File: src/rtl/serial_frame_rx_pkg.sv
// rtl/serial_frame_rx_pkg.sv - shared types and constants for the serial frame receiver
//
// Purpose: receiver FSM state encoding and the line idle level.
// Ports:   none (package).
package serial_frame_rx_pkg;

  typedef enum logic [1:0] {
    IDLE  = 2'd0,
    START = 2'd1,
    DATA  = 2'd2,
    STOP  = 2'd3
  } state_t;

  // Level of the serial line when nothing is being sent; also the stop-bit level.
  localparam logic LINE_IDLE = 1'b1;

endpackage

File: src/rtl/serial_frame_rx_if.sv
// rtl/serial_frame_rx_if.sv - serial pin plus parallel word handshake of the receiver
//
// Purpose: bundles the serial input line and the word output handshake.
// Signals: din        serial line, idle high
//          dout       received word, stable while dout_valid=1
//          dout_valid word held on dout
//          dout_ready consumer accepts when dout_valid && dout_ready
//          frame_err  one-cycle pulse, stop bit sampled low
//          overrun    one-cycle pulse, completed word dropped
// Modports: master = receiver side, slave = line driver / word consumer side.
interface serial_frame_rx_if #(
  parameter int WIDTH = 8
);

  logic             din;
  logic [WIDTH-1:0] dout;
  logic             dout_valid;
  logic             dout_ready;
  logic             frame_err;
  logic             overrun;

  modport master (
    input  din,
    input  dout_ready,
    output dout,
    output dout_valid,
    output frame_err,
    output overrun
  );

  modport slave (
    output din,
    output dout_ready,
    input  dout,
    input  dout_valid,
    input  frame_err,
    input  overrun
  );

endinterface

File: src/rtl/sync_2ff.sv
// rtl/sync_2ff.sv - two-flop synchronizer for asynchronous pin inputs
//
// Purpose: brings an asynchronous single-bit input into the clk domain.
// Ports:   clk    clock
//          reset  synchronous, active-high; both flops load RESET_VAL
//          d      asynchronous input
//          q      synchronized output, two clocks of latency
module sync_2ff #(
  parameter logic RESET_VAL = 1'b1
) (
  input  logic clk,
  input  logic reset,
  input  logic d,
  output logic q
);

  logic meta_q;
  logic sync_q;

  always_ff @(posedge clk) begin
    if (reset) begin
      meta_q <= RESET_VAL;
      sync_q <= RESET_VAL;
    end else begin
      meta_q <= d;
      sync_q <= meta_q;
    end
  end

  assign q = sync_q;

endmodule

File: src/rtl/serial_frame_rx.sv
// rtl/serial_frame_rx.sv - serial frame receiver with word handshake and error flags
//
// Purpose: recovers start/WIDTH data (LSB first)/stop framed words from an idle-high
//          line with CLKS_PER_BIT clocks per bit, presents them on a valid/ready
//          holding register and pulses frame_err / overrun.
// Ports:   clk    clock, all logic on posedge
//          reset  synchronous, active-high; aborts any frame and drops a held word
//          bus    serial_frame_rx_if.master (din, dout, dout_valid, dout_ready,
//                 frame_err, overrun)
module serial_frame_rx
  import serial_frame_rx_pkg::*;
#(
  parameter int WIDTH        = 8,
  parameter int CLKS_PER_BIT = 4
) (
  input  logic               clk,
  input  logic               reset,
  serial_frame_rx_if.master  bus
);

  localparam int HALF  = CLKS_PER_BIT / 2;
  localparam int CNT_W = $clog2(CLKS_PER_BIT);
  localparam int IDX_W = $clog2(WIDTH + 1);

  localparam logic [CNT_W-1:0] CNT_HALF = CNT_W'(HALF - 1);
  localparam logic [CNT_W-1:0] CNT_LAST = CNT_W'(CLKS_PER_BIT - 1);
  localparam logic [IDX_W-1:0] IDX_LAST = IDX_W'(WIDTH - 1);

  logic             din_s;

  state_t           state_q,   state_d;
  logic [CNT_W-1:0] cnt_q,     cnt_d;
  logic [IDX_W-1:0] bit_idx_q, bit_idx_d;
  logic [WIDTH-1:0] shift_q,   shift_d;

  logic [WIDTH-1:0] dout_q,    dout_d;
  logic             valid_q,   valid_d;
  logic             ferr_q,    ferr_d;
  logic             ovr_q,     ovr_d;

  logic             word_done;
  logic             stop_bad;

  sync_2ff #(
    .RESET_VAL (LINE_IDLE)
  ) u_din_sync (
    .clk   (clk),
    .reset (reset),
    .d     (bus.din),
    .q     (din_s)
  );

  // Bit timing: the start bit is confirmed half a bit after its falling edge,
  // so every later sample (one full bit period apart) lands mid-bit.
  always_comb begin
    state_d   = state_q;
    cnt_d     = cnt_q;
    bit_idx_d = bit_idx_q;
    shift_d   = shift_q;
    word_done = 1'b0;
    stop_bad  = 1'b0;

    case (state_q)
      IDLE: begin
        if (din_s != LINE_IDLE) begin
          state_d = START;
          cnt_d   = '0;
        end
      end

      START: begin
        if (cnt_q == CNT_HALF) begin
          if (din_s != LINE_IDLE) begin
            state_d   = DATA;
            cnt_d     = '0;
            bit_idx_d = '0;
          end else begin
            // Line went back high before mid start bit: treat as a glitch.
            state_d = IDLE;
          end
        end else begin
          cnt_d = cnt_q + 1'b1;
        end
      end

      DATA: begin
        if (cnt_q == CNT_LAST) begin
          for (int i = 0; i < WIDTH; i++) begin
            if (bit_idx_q == IDX_W'(i)) begin
              shift_d[i] = din_s;
            end
          end
          cnt_d     = '0;
          bit_idx_d = bit_idx_q + 1'b1;
          if (bit_idx_q == IDX_LAST) begin
            state_d = STOP;
          end
        end else begin
          cnt_d = cnt_q + 1'b1;
        end
      end

      STOP: begin
        if (cnt_q == CNT_LAST) begin
          if (din_s == LINE_IDLE) begin
            word_done = 1'b1;
          end else begin
            stop_bad = 1'b1;
          end
          state_d = IDLE;
          cnt_d   = '0;
        end else begin
          cnt_d = cnt_q + 1'b1;
        end
      end

      default: begin
        state_d = IDLE;
      end
    endcase
  end

  // Holding register: a completed word is taken if the register is empty or
  // being emptied this same cycle; otherwise the new word is dropped.
  always_comb begin
    dout_d  = dout_q;
    valid_d = valid_q;
    ferr_d  = stop_bad;
    ovr_d   = 1'b0;

    if (valid_q && bus.dout_ready) begin
      valid_d = 1'b0;
    end

    if (word_done) begin
      if (!valid_q || bus.dout_ready) begin
        dout_d  = shift_q;
        valid_d = 1'b1;
      end else begin
        ovr_d = 1'b1;
      end
    end
  end

  always_ff @(posedge clk) begin
    if (reset) begin
      state_q   <= IDLE;
      cnt_q     <= '0;
      bit_idx_q <= '0;
      shift_q   <= '0;
      dout_q    <= '0;
      valid_q   <= 1'b0;
      ferr_q    <= 1'b0;
      ovr_q     <= 1'b0;
    end else begin
      state_q   <= state_d;
      cnt_q     <= cnt_d;
      bit_idx_q <= bit_idx_d;
      shift_q   <= shift_d;
      dout_q    <= dout_d;
      valid_q   <= valid_d;
      ferr_q    <= ferr_d;
      ovr_q     <= ovr_d;
    end
  end

  assign bus.dout       = dout_q;
  assign bus.dout_valid = valid_q;
  assign bus.frame_err  = ferr_q;
  assign bus.overrun    = ovr_q;

endmodule
File: src/flat_wrapper.sv
// flat-port wrapper written by rule: the top's interface ports become plain ports
module serial_frame_rx_flat import serial_frame_rx_pkg::*;
#(
  parameter int WIDTH        = 8,
  parameter int CLKS_PER_BIT = 4
)
  (clk, reset, bus_din, bus_dout_ready, bus_dout, bus_dout_valid, bus_frame_err, bus_overrun);
  serial_frame_rx_if #(.WIDTH(WIDTH)) bus_i ();
  input  logic clk;
  input  logic reset;
  input wire logic [$bits(bus_i.din)-1:0] bus_din;
  input wire logic [$bits(bus_i.dout_ready)-1:0] bus_dout_ready;
  output wire logic [$bits(bus_i.dout)-1:0] bus_dout;
  output wire logic [$bits(bus_i.dout_valid)-1:0] bus_dout_valid;
  output wire logic [$bits(bus_i.frame_err)-1:0] bus_frame_err;
  output wire logic [$bits(bus_i.overrun)-1:0] bus_overrun;
  assign bus_i.din = bus_din;
  assign bus_i.dout_ready = bus_dout_ready;
  assign bus_dout = bus_i.dout;
  assign bus_dout_valid = bus_i.dout_valid;
  assign bus_frame_err = bus_i.frame_err;
  assign bus_overrun = bus_i.overrun;
  serial_frame_rx #(.WIDTH(WIDTH), .CLKS_PER_BIT(CLKS_PER_BIT)) u_core (.clk(clk), .reset(reset), .bus(bus_i));
endmodule
File: config.mk
export PLATFORM = sky130hd
export DESIGN_NAME = serial_frame_rx_flat
export DESIGN_NICKNAME = d
export VERILOG_FILES = /design/src/rtl/serial_frame_rx_pkg.sv /design/src/rtl/serial_frame_rx_if.sv /design/src/rtl/sync_2ff.sv /design/src/rtl/serial_frame_rx.sv /design/src/flat_wrapper.sv
export SDC_FILE = /design/constraint.sdc
export NUM_CORES = 1
export LEC_CHECK = 0
export ABC_AREA = 1
export CAP_MARGIN = 25
export CORE_ASPECT_RATIO = 1.25
export CORE_MARGIN = 4
export CORE_UTILIZATION = 54
export DETAILED_ROUTE_END_ITERATION = 10
export PLACE_DENSITY = 0.85
export SLEW_MARGIN = 20
export SYNTH_ARGS = -nofsm -noshare
export SYNTH_HDL_FRONTEND = slang
export SYNTH_SLANG_ARGS = --single-unit
File: constraint.sdc
create_clock -name clk -period 1.6 [get_ports clk]
set_clock_uncertainty 0.2 [all_clocks]
set_input_delay 0.24 -clock clk [delete_from_list [all_inputs] [get_ports clk]]
set_output_delay 0.24 -clock clk [all_outputs]
set_load 0.02 [all_outputs]
Word level (Yosys, flattened, before mapping)
Cells that the tools add are included.

Bits in read-only memories: 0. Bits in latches: 0. Memories kept: 0. Bits of input ports: 4. Bits in writable memories: 0. Word-level logic and storage cells: 83. Register bits after elaboration: 29. Output and inout port bits: 11.

Add/sub/neg operators: 2. Divide/modulo/power cells: 0. Bitwise gates (word level): 3. Shift-type cells: 0. Reductions and logical operators: 20. Equal/unequal tests: 18. Magnitude comparators: 0. Mux-type cells: 23. Multipliers: 0.

Operators by type and width (number): AND reduction 3 bit (8); two-way mux 2 bit (9); == test 4 x 3 -> 1 bit (second input constant) (4); two-way mux 4 bit (3); == test 4 x 2 -> 1 bit (second input constant) (2); two-way mux 1 bit (8); != test 2 x 1 -> 1 bit (second input constant) (4); case mux 2 bit (4 select lines) (1); case mux 4 bit (2 select lines) (1); == test 2 bit (second input constant) (3); case mux 2 bit (3 select lines) (1); AND reduction 5 bit (1); adder 4 x 1 -> 4 bit (second input constant) (1); == test 2 x 1 -> 1 bit (second input constant) (2); == test 4 x 1 -> 1 bit (second input constant) (1); zero test 4 bit (1); != test 2 bit (second input constant) (2); AND reduction 4 bit (1); OR reduction 2 bit (2); NOT 1 bit (3); OR reduction 3 bit (1); adder 2 x 1 -> 2 bit (second input constant) (1); zero test 2 bit (1); AND reduction 2 bit (1); other kinds (4) (4).

Logic depth before layout (Yosys ltp)
Gate-level depths: netlist of the first run.

Depth in word-level cells: 5. Depth in mapped cells: 10.

Cells and area by module
Synthesis of the first run repeated with hierarchy kept, for this count alone.

Cell total of the unflattened synthesis: 170. Area total of the unflattened synthesis: 1281.2 µm².

By module, submodules not included: serial_frame_rx (instances 1, cells an instance 163, area an instance 1222.4 µm²); sync_2ff (instances 1, cells an instance 7, area an instance 58.8 µm²).

Worst setup path after synthesis of the first run
Ideal clock, no wire load.

Path kind: register to register. Start point: register u_core.cnt_q[0]. End point: register (tool-made name). Library setup time: 114 ps. Arrival: 1137 ps. Stages on the path, launching flop included: 9. Path slack: 150 ps. Path buffers: 0. Cells stage by stage: dfxtp_1 ha_1 inv_2 nand3_1 nand2_1 nor2_1 nand3_1 nand3_1 nand2_1.

RTL lines: start, declared (RTL line serial_frame_rx.sv:32) `logic [CNT_W-1:0] cnt_q, cnt_d;`; start signal, assigned (RTL line serial_frame_rx.sv:157) `cnt_q <= cnt_d;`.

==> results of run 1 <==
==> cell families after synthesis <==
kind of cell	Yosys count
and+or+nand+nor	76
AOI/OAI and AO/OA	33
DFF	29
buffers and inverters	27
adders and majority gates	7
xor gates and xnor gates	1
==> metrics by stage <==
stage	hold WS, ns	utilization	instances	area [um2]
global placement	0.1924	0.6428	220	1560
floorplan	0.1165	-	173	1375
finish	0.2209	0.6758	228	1640
detailed placement	0.2005	0.6428	220	1560
global route	0.2491	0.6758	228	1640
CTS	0.2237	0.6613	228	1605
==> cell type report <==
class | instances | area share
sequential | 29 | 0.3570
timing repair buffer | 20 | 0.1045
inverter | 21 | 0.05111
clock buffer | 6 | 0.02517
tap | 33 | 0.02517
clock inverter | 2 | 0.006102
multi-input combinational | 117 | 0.4310
==> registers in the layout, indices dropped and copies added (netlist names), named ones only <==
signal / cells
u_core.cnt_q: 2
u_core.bus.dout_valid: 1
u_core.shift_q: 8
u_core.u_din_sync.q: 1
u_core.u_din_sync.meta_q: 1
u_core.bus.dout: 8
u_core.state_q: 1
u_core.bit_idx_q: 4
u_core.bus.overrun: 1
u_core.bus.frame_err: 1
==> synth_stat cells, types with 2 or more instances <==
cell / number
a21oi_1: 16
buf_4: 3
dfxtp_1: 29
ha_1: 7
inv_1: 14
inv_2: 5
inv_4: 2
nand2_1: 15
nand2_2: 2
nand3_1: 12
nand3_2: 4
nand4_1: 6
nor2_1: 26
nor2_4: 2
nor3_1: 3
o21ai_0: 8
o21ai_1: 7
or2_2: 2
==> power breakdown <==
part | total, W | switching [W] | internal (W)
Combinational | 0.000221 | 0.000135 | 0.0000860
Clock | 0.000412 | 0.000245 | 0.000167
Sequential | 0.000782 | 0.0000391 | 0.000743
==> critical path: stages (launching register included) <==
cell,delay (ns)
dfxtp_2,0.36
buf_4,0.13
ha_2,0.17
inv_2,0.04
nand3_1,0.08
nand2_2,0.08
nor2_2,0.13
nand3_2,0.09
nand3_1,0.08
nand2_1,0.05
==> metal layers <==
layer  GRT usage  routed length, um  vias up
li1            -                  -      614
met1      0.2003               1186      571
met2      0.3525               1484       37
met3     0.05517                146        7
met4     0.06709                 47        0
met5           0                  0        -
==> path summary, 6_finish.rpt <==
check / start / to / slack (ns) / cells past startpoint
max: u_core.cnt_q[0]$_SDFF_PP0_ / flip-flop / 0.08 / 9
min: u_core.u_din_sync.meta_q$_SDFF_PP1_ / u_core.u_din_sync.q$_SDFF_PP1_ / 0.22 / 1
max reg2reg: u_core.cnt_q[0]$_SDFF_PP0_ / flip-flop / 0.08 / 9
min reg2reg: u_core.u_din_sync.meta_q$_SDFF_PP1_ / u_core.u_din_sync.q$_SDFF_PP1_ / 0.22 / 1
==> timing repair <==
| action | 4_1_cts | 5_1_grt |
|---|---|---|
| setup endpoints to repair | 29 | 21 |
| pin swaps | 1 | 2 |
| cloned | 0 | 0 |
| gates resized for setup | 13 | 12 |
==> flow_summary.toml, run 1 <==
[synth]
synth-main-ff-cell = "dfxtp_1"
netlist_instances = 173
synth-async-reset-ratio = 0
synth_top_family_by_area = "simple AND/OR/NAND/NOR gates"
synth_area_per_cell_um2 = 7.948
synth_area_leaders = "dfxtp_1, nor2_1, ha_1"
synth-seq-cells = 29
yosysSeqAreaShare = 0.4222
syn-num-nets = 184
synth-edff-count = 0
synthSimpleGateAreaFrac = 0.2939
yosysUniqueCellTypes = 28
synth_largest_area_cell = "dfxtp_1"
netlist_area_um2 = 1375
netlist.area_leader.share = 0.4222
synth-xor-area-share = 0.006369
synthAdderAreaFrac = 0.06369
muxShareOfSynthArea = 0
yosys_warnings = 0
synth-compound-area-share = 0.1228

[place]
dp_slack_ns = -0.02943
place.gp.congestion = 0.8851
io_buffers = 14
hpwl_um = 2104

[finish]
drive_above_1_share = 0.2359
regArea_um2 = 585.6
multi_input_area_um2 = 706.9
mostFrequentLayoutCells = "nor2_1, dfxtp_1, a21oi_1"
antennaDiodeCount = 0
fillers = 199
area_growth_pct = 19.29
final_nets = 205

[clock_tree]
ctsHoldBuffers = 0
path_clk_slew_ns = 0.09
clk_latency_ns = 0.33
post-cts-setup-buffers = 0
cts_sinks = 29
cts_tree = "yes"
numCtsBuffers = 5
h-tree-depth = 2
cts_buffer_depth = 2
cts_root_buf = "clkbuf_4"

[timing]
finalSetupTns_ns = 0
tightest_slew_ns = 0.3964
slew_viol_final = 0
setup_ws_ns = 0.07941
fin_crit_sh = 0.9504
slew_headroom = 0.7355
finalHoldViolCount = 0
max_freq_mhz = 657.6
finalSetupViolCount = 0
min_period_ns = 1.521

[global_route]
grt_pass1_wl_um = 4899
track_usage = 0.1920
first_global_vias = 1169
grt_max_degree = 16
antenna_found_initial = 0
gr-total-overflow = 0

[route]
first_pass_iters = 4
routedWlPerCell_um = 12.56
drc = 0
num_vias = 1229
drt_iter0_drc = 30
postRouteAntennaNets = 0
drt_wl_total_um = 2863
vias_per_cell = 5.390

[status]
status = "finished clean"

[run]
drv_cap = 0

[power]
peakVddDrop_mv = 0.4553
power_w = 0.001415
powerDensity_nw_per_um2 = 862.6
p_leak_nw = 0.7489

[worst_setup_path]
endpoint_kind = "flip-flop"
arrival_ns = 1.54
critical_path_class = "flip-flop to flip-flop"
startpoint_type = "flip-flop"
path_max_fanout = 3
required_ns = 1.62

[die]
die_x_um = 53.14
rows = 20
die_h_um = 64.42
start_util = 0.5665
core_um2 = 2427
die_area_um2 = 3423
io_pins = 15

[min_path]
hp-class = "flip-flop to flip-flop"
No activity file was read; power rests on OpenSTA's default activity.
==> run 2: changes to the inputs <==
MAX_ROUTING_LAYER = met4   (was unset)
==> flow_summary.toml, run 2 (same netlist as run 1, synthesis figures left out) <==
[status]
status = "finished clean"

[worst_setup_path]
crit_chain = "buf_4, ha_2, inv_2, nand3_1, nand2_2, nor2_2, nand3_2, nand3_1, nand2_1"
arrival_ns = 1.54
critical_path_class = "flip-flop to flip-flop"
critPathSlowestCell = "dfxtp_2"
startpoint_type = "flip-flop"
r2r_start = "u_core.cnt_q[0]$_SDFF_PP0_"
slowest_delay_ns = 0.36
critPathLaunch = "u_core.cnt_q[0]$_SDFF_PP0_"
crit_path_frequent_cell = "nand3_1"
endpoint_kind = "flip-flop"
path_max_fanout = 3
required_ns = 1.61

[timing]
min_period_ns = 1.527
fin_hold_ws_ns = 0.2184
tightest_slew_ns = 0.3949
slew_viol_final = 0
fin_crit_sh = 0.9546
slew_headroom = 0.7364
finalSetupViolCount = 0
max_freq_mhz = 654.7
finalHoldViolCount = 0

[route]
num_vias = 1254
drt_wl_total_um = 2887
first_pass_iters = 6
routedWlPerCell_um = 12.66
drc = 0
drt_iter0_drc = 42
postRouteAntennaNets = 0
vias_per_cell = 5.500

[clock_tree]
post-cts-setup-buffers = 0
numCtsBuffers = 5
h-tree-depth = 2
cts_tree = "yes"
path_clk_slew_ns = 0.10
cts_buffer_depth = 2
clk_latency_ns = 0.32
cts_sinks = 29
cts_root_buf = "clkbuf_4"

[die]
die_h_um = 64.42
die_x_um = 53.14
core_um2 = 2427
die_area_um2 = 3423
io_pins = 15
start_util = 0.5665
rows = 20

[finish]
mostFrequentLayoutCells = "nor2_1, dfxtp_1, a21oi_1"
final_nets = 205
fin_area_um2 = 1640
area_growth_pct = 19.29
drive_above_1_share = 0.2359
antennaDiodeCount = 0

[global_route]
first_global_vias = 1171
gr-total-overflow = 0
grt_pass1_wl_um = 4892
track_usage = 0.1970
grt_max_degree = 16
antenna_found_initial = 0

[power]
comb_power_share = 0.157
p_leak_nw = 0.7489
powerDensity_nw_per_um2 = 860.2
internal-power_w = 0.0009962
sw_frac_of_total = 0.2939
peakVddDrop_mv = 0.4562
p_clk_frac = 0.289
switchingPower_w = 0.0004148
seqPwrFrac = 0.554

[run]
drv_cap = 0

[place]
placed_area_um2 = 1560
hpwl_um = 2104
io_buffers = 14
place.gp.congestion = 0.8998

[min_path]
hp-class = "flip-flop to flip-flop"
min-delay-start = "u_core.u_din_sync.meta_q$_SDFF_PP1_"
-- run 2: worst paths after layout --
check / end / slack [ns] / cells after the start
setup reg to reg: flip-flop / 0.07 / 9
setup / recovery: flip-flop / 0.07 / 9
hold / removal: u_core.u_din_sync.q$_SDFF_PP1_ / 0.22 / 1
hold reg to reg: u_core.u_din_sync.q$_SDFF_PP1_ / 0.22 / 1
-- run 2: metal layers --
metal,wire length (um),global-route usage,up-vias,share of wire
met5,0,-,-,0
met2,1522,0.3525,41,0.53
met4,35,0.06709,0,0.012
li1,-,-,612,-
met3,147,0.05517,7,0.051
met1,1182,0.2003,594,0.41
-- run 2: repair_timing --
action	CTS	global route
hold buffers	0	0
setup endpoints to repair	29	21
gates resized for setup	13	12
endpoints found under the hold margin	0	0
pin swaps	1	2
-- run 2: layout make-up --
cell class / count / area [um2]
Clock buffer: 6 / 41.29
Inverter: 21 / 83.83
Tap cell: 33 / 41.29
Fill cell: 199 / 787.0
Multi-Input combinational cell: 117 / 706.9
Timing Repair Buffer: 20 / 171.4
Clock inverter: 2 / 10.01
Sequential cell: 29 / 585.6
-- run 2: stage by stage --
stage               setup WS [ns]   TNS, ns  power [W]  cells  utilization
floorplan                  0.1497         0  0.0009330    173            -
global placement          0.06187         0  0.0009672    220       0.6428
detailed placement       -0.02943   -0.1367  0.0009807    220       0.6428
CTS                      0.001538         0   0.001395    228       0.6613
global route             -0.02773  -0.02773   0.001489    228       0.6758
finish                    0.07267         0   0.001411    228       0.6758
-- run 2: power groups by stage --
stage,clock network [W],registers [W],logic (W)
finish,0.000408,0.000782,0.000221
global route,0.000463,0.000787,0.000239
CTS,0.000427,0.000775,0.000194
detailed placement,0,0.000791,0.000190
global placement,0,0.000790,0.000178
floorplan,0,0.000768,0.000165
-- run 2: worst max-delay path, delay by kind of cell, from the launching register on --
| kind | cells | cell delay [ns] |
|---|---|---|
| and+or+nand+nor | 6 | 0.53 |
| DFF | 1 | 0.36 |
| adders and majority gates | 1 | 0.17 |
| buffers and inverters | 2 | 0.16 |
==> run 3: changes to the inputs <==
CAP_MARGIN = unset   (was 25)
CORE_ASPECT_RATIO = 0.8   (was 1.25)
==> flow_summary.toml, run 3 (same netlist as run 1, synthesis figures left out) <==
[power]
peakVddDrop_mv = 0.6409
seqPwrFrac = 0.542
switchingPower_w = 0.0004104
comb_power_share = 0.149
p_leak_nw = 0.7289
sw_frac_of_total = 0.2840
p_clk_frac = 0.309
powerDensity_nw_per_um2 = 875.6
internal-power_w = 0.001035

[worst_setup_path]
critical_path_class = "flip-flop to flip-flop"
path_max_fanout = 5
reg2regPathDepth = 9
arrival_ns = 1.60
r2r_end = "u_core.bit_idx_q[1]$_SDFFE_PP0P_"
reg2reg_slack_ns = 0.06
critPathSlowestCell = "dfxtp_2"
slowest_delay_ns = 0.35
crit_end = "u_core.bit_idx_q[1]$_SDFFE_PP0P_"
startpoint_type = "flip-flop"
crit_chain = "buf_4, ha_1, inv_2, nand3_2, nand2_2, inv_2, nand2_2, nand2_1, a21oi_2"
critPathLaunch = "u_core.cnt_q[0]$_SDFF_PP0_"
r2r_start = "u_core.cnt_q[0]$_SDFF_PP0_"
required_ns = 1.66
endpoint_kind = "flip-flop"

[finish]
area_growth_pct = 20.02
drive_above_1_share = 0.2216
mostFrequentLayoutCells = "nor2_1, dfxtp_1, a21oi_1"
fillers = 205
antennaDiodeCount = 0
fin_cells = 230
final_nets = 205

[global_route]
grt_pass1_wl_um = 4754
antenna_found_initial = 0
grt_max_degree = 16
gr-total-overflow = 0
track_usage = 0.1902
first_global_vias = 1090

[clock_tree]
numCtsBuffers = 5
path_clk_slew_ns = 0.08
cts_tree = "yes"
cts_root_buf = "clkbuf_4"
h-tree-depth = 2
clk_latency_ns = 0.33
cts_buffer_depth = 2
ctsHoldBuffers = 0
cts_sinks = 29
post-cts-setup-buffers = 0

[place]
io_buffers = 14
hpwl_um = 2044
placed_cells = 223
place.gp.congestion = 0.8696

[timing]
finalHoldViolCount = 0
max_freq_mhz = 651.4
fin_crit_sh = 0.9595
tightest_slew_ns = 0.4094
slew_headroom = 0.7268
finalSetupViolCount = 0
min_period_ns = 1.535
slew_viol_final = 0
fin_hold_ws_ns = 0.2460

[route]
vias_per_cell = 5.191
postRouteAntennaNets = 0
drc = 0
num_vias = 1194
first_pass_iters = 4
drt_iter0_drc = 76
routedWlPerCell_um = 12.38
drt_wl_total_um = 2848

[die]
die_x_um = 64.42
start_util = 0.5630
core_um2 = 2442
die_area_um2 = 3423
io_pins = 15
die_h_um = 53.14
rows = 16

[status]
status = "finished clean"

[run]
drv_cap = 0

[min_path]
hp-class = "flip-flop to flip-flop"
run 3: changes by cell type in the layout (fill, tap and decap cells not counted):
cell / delta
ha_1: +1
o21ai_1: +1
ha_2: -1
nand4_2: -1
clkbuf_8: +1
o21ai_2: -1
nand4_4: +1
clkinv_2: -2
run 3: worst max-delay path, delay by kind of cell (launching register included):
kind	cells	cell delay (ns)
fa+ha+maj	1	0.20
buf+inv	3	0.28
compound gates	1	0.13
simple gates	4	0.33
flops	1	0.35
run 3: cell type report:
cell class / count / area (um2) / area share
well taps: 36 / 45.04 / 0.02729
inverters: 21 / 83.83 / 0.05080
clock buffers: 7 / 55.05 / 0.03336
flip-flops and latches: 29 / 585.6 / 0.3548
repair buffers: 20 / 171.4 / 0.1039
multi-input cells: 117 / 709.4 / 0.4299
run 3: layer usage:
metal	global-route usage	vias to the layer above	wire, um	share of wire
li1	-	609	-	-
met1	0.2274	550	1323	0.46
met2	0.2979	29	1312	0.46
met3	0.05308	6	155	0.054
met4	0.09474	0	55	0.019
met5	-	-	0	0
run 3: power groups by stage:
stage / combinational [W] / sequential (W) / clock, W
final: 0.000215 / 0.000784 / 0.000447
after global placement: 0.000183 / 0.000786 / 0
after global routing: 0.000241 / 0.000787 / 0.000490
after floorplan: 0.000165 / 0.000768 / 0
after detailed placement: 0.000191 / 0.000787 / 0
after CTS: 0.000192 / 0.000771 / 0.000464
run 3: per-stage QoR:
step | setup TNS [ns] | util | worst slack (ns) | cell area, um2 | power [W]
floorplan | 0 | - | 0.1497 | 1375 | 0.0009330
global placement | 0 | 0.6404 | 0.05756 | 1564 | 0.0009691
global route | -0.01371 | 0.6757 | -0.007421 | 1650 | 0.001518
finish | 0 | 0.6757 | 0.06482 | 1650 | 0.001445
CTS | 0 | 0.6583 | 0.007577 | 1608 | 0.001426
detailed placement | 0 | 0.6404 | 0.003801 | 1564 | 0.0009783
run 3: worst min-delay path by stage:
| stage | from | endpoint | depth (start not counted) |
|---|---|---|---|
| 2_1_floorplan | reset | u_core.bus.frame_err$_SDFF_PP0_ | 1 |
| 3_3_place_gp | u_core.u_din_sync.meta_q$_SDFF_PP1_ | u_core.u_din_sync.q$_SDFF_PP1_ | 1 |
| 3_5_place_dp | u_core.u_din_sync.meta_q$_SDFF_PP1_ | u_core.u_din_sync.q$_SDFF_PP1_ | 1 |
| 4_1_cts | u_core.u_din_sync.meta_q$_SDFF_PP1_ | u_core.u_din_sync.q$_SDFF_PP1_ | 1 |
| 5_1_grt | bus_din | u_core.u_din_sync.meta_q$_SDFF_PP1_ | 2 |
| 6_report | u_core.u_din_sync.meta_q$_SDFF_PP1_ | u_core.u_din_sync.q$_SDFF_PP1_ | 1 |
run 3: what timing repair did:
item                       4_1_cts  5_1_grt
setup endpoints to repair       20       20
cloned                           0        0
resized for setup               12       12
pin swaps                        0        2
